## src/rtl/sub8_serial_pkg.sv

```systemverilog
// sub8_serial_pkg
// Shared definitions for the bit-serial subtractor:
//   state_t       - controller state encoding (IDLE, SHIFT, DONE), 2 bits
//   DEFAULT_WIDTH - operand width shared with the 8-bit ripple-carry adder
package sub8_serial_pkg;

  localparam int DEFAULT_WIDTH = 8;

  typedef enum logic [1:0] {
    IDLE  = 2'd0,
    SHIFT = 2'd1,
    DONE  = 2'd2
  } state_t;

endpackage

```

## src/rtl/fa.sv

```systemverilog
// fa
// Single-bit full-adder cell, shared with the ripple-carry adder.
// Ports:
//   a, b, cin - addend bits and carry-in
//   s, cout   - sum bit and carry-out
module fa (
  input  logic a,
  input  logic b,
  input  logic cin,
  output logic s,
  output logic cout
);

  assign s    = a ^ b ^ cin;
  assign cout = (a & b) | (a & cin) | (b & cin);

endmodule

```

## src/rtl/sub8_serial.sv

```systemverilog
// sub8_serial
// Bit-serial subtractor: d = a - b - bin, one bit per clock over width
// cycles, using a single fa cell as a + ~b + ~bin.
// Ports:
//   clk, rst   - clock (rising edge), asynchronous active-high reset
//   start      - request, accepted in IDLE or DONE
//   a, b, bin  - operands, captured on the accepting edge
//   busy       - high while bits are being processed
//   done       - one-cycle pulse when d/bout are updated
//   d, bout    - registered difference and borrow-out
//   ovf        - registered signed overflow (only with SUB8_SERIAL_OVF_EN)
// Optional feature macro: SUB8_SERIAL_OVF_EN adds the ovf output.
module sub8_serial
  import sub8_serial_pkg::*;
#(
  parameter int width = DEFAULT_WIDTH,
  parameter int CNT_W = $clog2(width)
) (
  input  logic             clk,
  input  logic             rst,
  input  logic             start,
  input  logic [width-1:0] a,
  input  logic [width-1:0] b,
  input  logic             bin,
  output logic             busy,
  output logic             done,
  output logic [width-1:0] d,
  output logic             bout
`ifdef SUB8_SERIAL_OVF_EN
  ,
  output logic             ovf
`endif
);

  localparam logic [CNT_W-1:0] LAST = CNT_W'(width - 1);

  state_t             state_q, state_d;
  logic [width-1:0]   sa_q, sa_d;
  logic [width-1:0]   sb_q, sb_d;
  logic [width-1:0]   res_q, res_d;
  logic [width-1:0]   d_q, d_d;
  logic [CNT_W-1:0]   cnt_q, cnt_d;
  logic               carry_q, carry_d;
  logic               bout_q, bout_d;
  logic               sum, cout;
`ifdef SUB8_SERIAL_OVF_EN
  logic               ovf_q, ovf_d;
`endif

  // The one and only bit slice; subtraction is a + ~b + ~bin.
  fa u_fa (
    .a   (sa_q[0]),
    .b   (sb_q[0]),
    .cin (carry_q),
    .s   (sum),
    .cout(cout)
  );

  always_comb begin
    state_d = state_q;
    sa_d    = sa_q;
    sb_d    = sb_q;
    res_d   = res_q;
    d_d     = d_q;
    cnt_d   = cnt_q;
    carry_d = carry_q;
    bout_d  = bout_q;
`ifdef SUB8_SERIAL_OVF_EN
    ovf_d   = ovf_q;
`endif
    case (state_q)
      // DONE accepts a new start exactly like IDLE for back-to-back use.
      IDLE, DONE: begin
        if (start) begin
          sa_d    = a;
          sb_d    = ~b;
          carry_d = ~bin;
          cnt_d   = '0;
          state_d = SHIFT;
        end else begin
          state_d = IDLE;
        end
      end
      SHIFT: begin
        // LSB first: each sum bit enters at the MSB, so after width
        // shifts bit 0 has reached the LSB.
        res_d   = {sum, res_q[width-1:1]};
        sa_d    = sa_q >> 1;
        sb_d    = sb_q >> 1;
        carry_d = cout;
        cnt_d   = cnt_q + CNT_W'(1);
        if (cnt_q == LAST) begin
          state_d = DONE;
          d_d     = res_d;
          bout_d  = ~cout;   // no carry out of a + ~b + ~bin means a borrow
`ifdef SUB8_SERIAL_OVF_EN
          ovf_d   = carry_q ^ cout;  // carry into MSB vs carry out of MSB
`endif
        end
      end
      default: state_d = IDLE;
    endcase
  end

  always_ff @(posedge clk or posedge rst) begin
    if (rst) begin
      state_q <= IDLE;
      sa_q    <= '0;
      sb_q    <= '0;
      res_q   <= '0;
      d_q     <= '0;
      cnt_q   <= '0;
      carry_q <= 1'b0;
      bout_q  <= 1'b0;
`ifdef SUB8_SERIAL_OVF_EN
      ovf_q   <= 1'b0;
`endif
    end else begin
      state_q <= state_d;
      sa_q    <= sa_d;
      sb_q    <= sb_d;
      res_q   <= res_d;
      d_q     <= d_d;
      cnt_q   <= cnt_d;
      carry_q <= carry_d;
      bout_q  <= bout_d;
`ifdef SUB8_SERIAL_OVF_EN
      ovf_q   <= ovf_d;
`endif
    end
  end

  assign busy = (state_q == SHIFT);
  assign done = (state_q == DONE);
  assign d    = d_q;
  assign bout = bout_q;
`ifdef SUB8_SERIAL_OVF_EN
  assign ovf  = ovf_q;
`endif

endmodule

```

## config.mk

```make
export PLATFORM = sky130hd
export DESIGN_NAME = sub8_serial
export DESIGN_NICKNAME = d
export VERILOG_FILES = /design/src/rtl/sub8_serial_pkg.sv /design/src/rtl/fa.sv /design/src/rtl/sub8_serial.sv
export SDC_FILE = /design/constraint.sdc
export NUM_CORES = 1
export LEC_CHECK = 0
export BUFFER_PORTS_ARGS = -buffer_cell sky130_fd_sc_hd__buf_2
export CAP_MARGIN = 20
export CORE_ASPECT_RATIO = 0.5
export CORE_MARGIN = 2
export CORE_UTILIZATION = 54
export DETAILED_ROUTE_END_ITERATION = 10
export PLACE_DENSITY = 0.77
export SETUP_SLACK_MARGIN = 0.02
export SYNTH_ARGS = -nofsm -noshare
export SYNTH_HDL_FRONTEND = slang
export SYNTH_SLANG_ARGS = --single-unit
```

## constraint.sdc

```tcl
create_clock -name clk -period 1.8 [get_ports clk]
set_input_delay 0.09 -clock clk [delete_from_list [all_inputs] [get_ports clk]]
set_output_delay 0.09 -clock clk [all_outputs]
set_load 0.1 [all_outputs]
```

==> reports/results.ini <==
[placement]
placed_cell_area_sq_um = 1840
post-dp-hpwl_mm = 2.01
portBuffers = 30
gp_congestion = 0.719

[cells_and_area]
final_cell_area_sq_um = 1950
drive_gt1_share_pct = 31.4
diodes = 0
fillers = 227
nets = 197
finish.utilization_pct = 66.2
syn2layout_area_growth_pct = 18.5

[detailed_routing]
firstDrtPassIters = 4
ant_nets = 0
drtIter0Drc = 47
drt-total-wl_mm = 3.03
drc = 0
routedWlPerCell_um = 14.1
num_vias = 1142
viasPerCell = 5.31

[grt]
grt.busiest_layer = met2
grt_usage_pct = 20.5
antenna_found_initial = 0
grt-ovfl-total = 0
met1_usage_pct = 28.5
grt_max_degree = 39
met3_usage_pct = 6.60
grt_pass1_wl_mm = 5.25
grt_pass1_vias = 1129
use_met2_pct = 30.6

[clocking]
htreeDepth = 2
cts_buffers = 5
cts_buffer_depth = 2
ctsResizeCount = 0
path_clk_slew_ns = 0.07
clkLatencyLatePin_ns = 0.28
cts_root_buf = clkbuf_8
clock_sinks = 38
tritoncts = done
cts_setup_buffers = 0

[timing]
fmax_ghz = 0.596
tns_ns = 0
final-max-slew-violation-count = 0
hold_viol_final = 0
finClkSkew_ns = 0.00541
period_share_pct = 93.2
relSlewSlack_pct = 67.6
worst_slew_pin_slew_ns = 0.485
rsz0062_at_grt = no
final.min_clock_period_ns = 1.68
setup_viol = 0

[worst_setup_path]
critPathCaptureType = register
crit-reg2reg-capture = bout$_DFFE_PP0P_
path_common_cell = ha_1
crit_chain = ha_1 > ha_1 > nand3b_1 > mux2_2
cpPeakStageDelay_ns = 0.40
required_ns = 1.97
critPathSlowestCell = dfrtp_1
crit_path_end = bout$_DFFE_PP0P_
criticalPathCategory = register to register
critPathMaxFanout = 10
start_kind = register
reg2reg_slack_ns = 0.12
crit_start = cnt_q[0]$_DFFE_PP0P_
reg2regPathDepth = 4
rr_startpoint = cnt_q[0]$_DFFE_PP0P_
crit_arrival_ns = 1.85

[synth]
synth_seq_area_share_pct = 57.8
avgSynthCellArea_sq_um = 11.8
synth-edff-count = 0
yosysWarnings = 0
synth.distinct_cells = 28
ys_seq_elements = 38
syn_inst = 139
syn-num-nets = 162
netlist_area_sq_um = 1640
ys_async_sr_fraction_pct = 100
synthFlopType = dfrtp_1

[floorplan]
num_io_pins = 31
fp.dieH_um = 43.0
coreArea_sq_um = 2940
dieWidth_um = 82.0
dieArea_sq_um = 3530
rows = 14
initial_utilization_pct = 55.9

[flow_run]
cap_viol_max_count = 0

[hold_path]
min_path_type = primary input to register

[status]
outcome = finished, final reports clean

[synth_stat cells (4+ instances only)]
cell type,count,area share [%]
mux2_2,9,6.2
o21ai_0,4,1.2
nor2b_1,5,1.9
a21oi_1,6,1.8
a221o_1,8,4.9
a211oi_1,4,1.8
nand2_1,20,4.6
dfrtp_1,38,58
a22o_1,4,2.1
inv_1,5,1.1
nor2_1,9,2.1
mux2i_1,4,2.4
[routing by layer]
metal	part of all wire (%)	wire length [um]
met1	48	1440
met2	47	1410
met3	5.2	157
met4	0.50	15
met5	0	0
[registers in the layout, summed over array words and instances, names as in the netlist]
| register | count |
|---|---|
| d | 8 |
| res_q | 7 |
| cnt_q | 3 |
| sa_q | 8 |
| carry_q | 1 |
| state_q | 2 |
| sb_q | 8 |
| bout | 1 |
[critical path: cells and delay by family (launching register included)]
| family | cells | cell delay, ns |
|---|---|---|
| flops | 1 | 0.40 |
| fa+ha+maj | 2 | 0.40 |
| mux | 1 | 0.40 |
| simple gates | 1 | 0.36 |
[layout by cell type, fill, tap and decap left out, types with 4 or more instances in the layout]
| cell | n |
|---|---|
| a211oi_1 | 4 |
| a21oi_1 | 6 |
| a221o_1 | 8 |
| a22o_1 | 4 |
| buf_2 | 29 |
| buf_4 | 4 |
| clkbuf_8 | 6 |
| dfrtp_1 | 38 |
| inv_1 | 5 |
| mux2_2 | 9 |
| mux2i_1 | 4 |
| nand2_1 | 20 |
| nor2_1 | 9 |
| nor2b_1 | 4 |
| o21ai_0 | 4 |
[final cells by class]
class / count / area, sq um / share of cell area (%)
flip-flops and latches: 38 / 951 / 48.8
multi-input cells: 87 / 613 / 31.5
repair buffers: 36 / 215 / 11.0
clock buffers: 7 / 86.3 / 4.43
well taps: 40 / 50.0 / 2.57
inverters: 6 / 27.5 / 1.41
clock inverters: 1 / 5.00 / 0.257
[how the worst min path moves through the flow]
stage,to,startpoint,cells after the start
5_1_grt,sa_q[7]$_DFFE_PP0P_,a[7],2
3_5_place_dp,d[4]$_DFFE_PP0P_,rst,3
4_1_cts,sa_q[7]$_DFFE_PP0P_,a[7],2
6_report,sa_q[7]$_DFFE_PP0P_,a[7],2
2_1_floorplan,sb_q[7]$_DFFE_PP0P_,b[7],1
3_3_place_gp,d[4]$_DFFE_PP0P_,rst,3
[kinds of logic after synthesis]
family          count (synthesis)  share of synthesized area [%]
simple gates                   42                           12.6
flops                          38                           57.8
compound gates                 29                           13.2
buf+inv                        14                           5.02
mux                            13                           8.60
fa+ha+maj                       3                           2.74
[metrics by stage]
| step | instances | setup WS (ns) | hold WS [ns] |
|---|---|---|---|
| finish | 215 | 0.122 | 0.0317 |
| CTS | 215 | 0.117 | 0.0255 |
| detailed placement | 205 | 0.122 | 0.224 |
| floorplan | 139 | 0.240 | 0.172 |
| global placement | 205 | 0.174 | 0.222 |
| global route | 215 | 0.0562 | 0.0332 |
[repair_timing]
item                                    4_1_cts  5_1_grt
hold endpoints to repair                     39        0
endpoints found under the setup margin        0        0
hold buffers                                  2        0
Power is not shown: default switching activity piles up to over one toggle a cycle in this logic, so the estimate is an artifact.
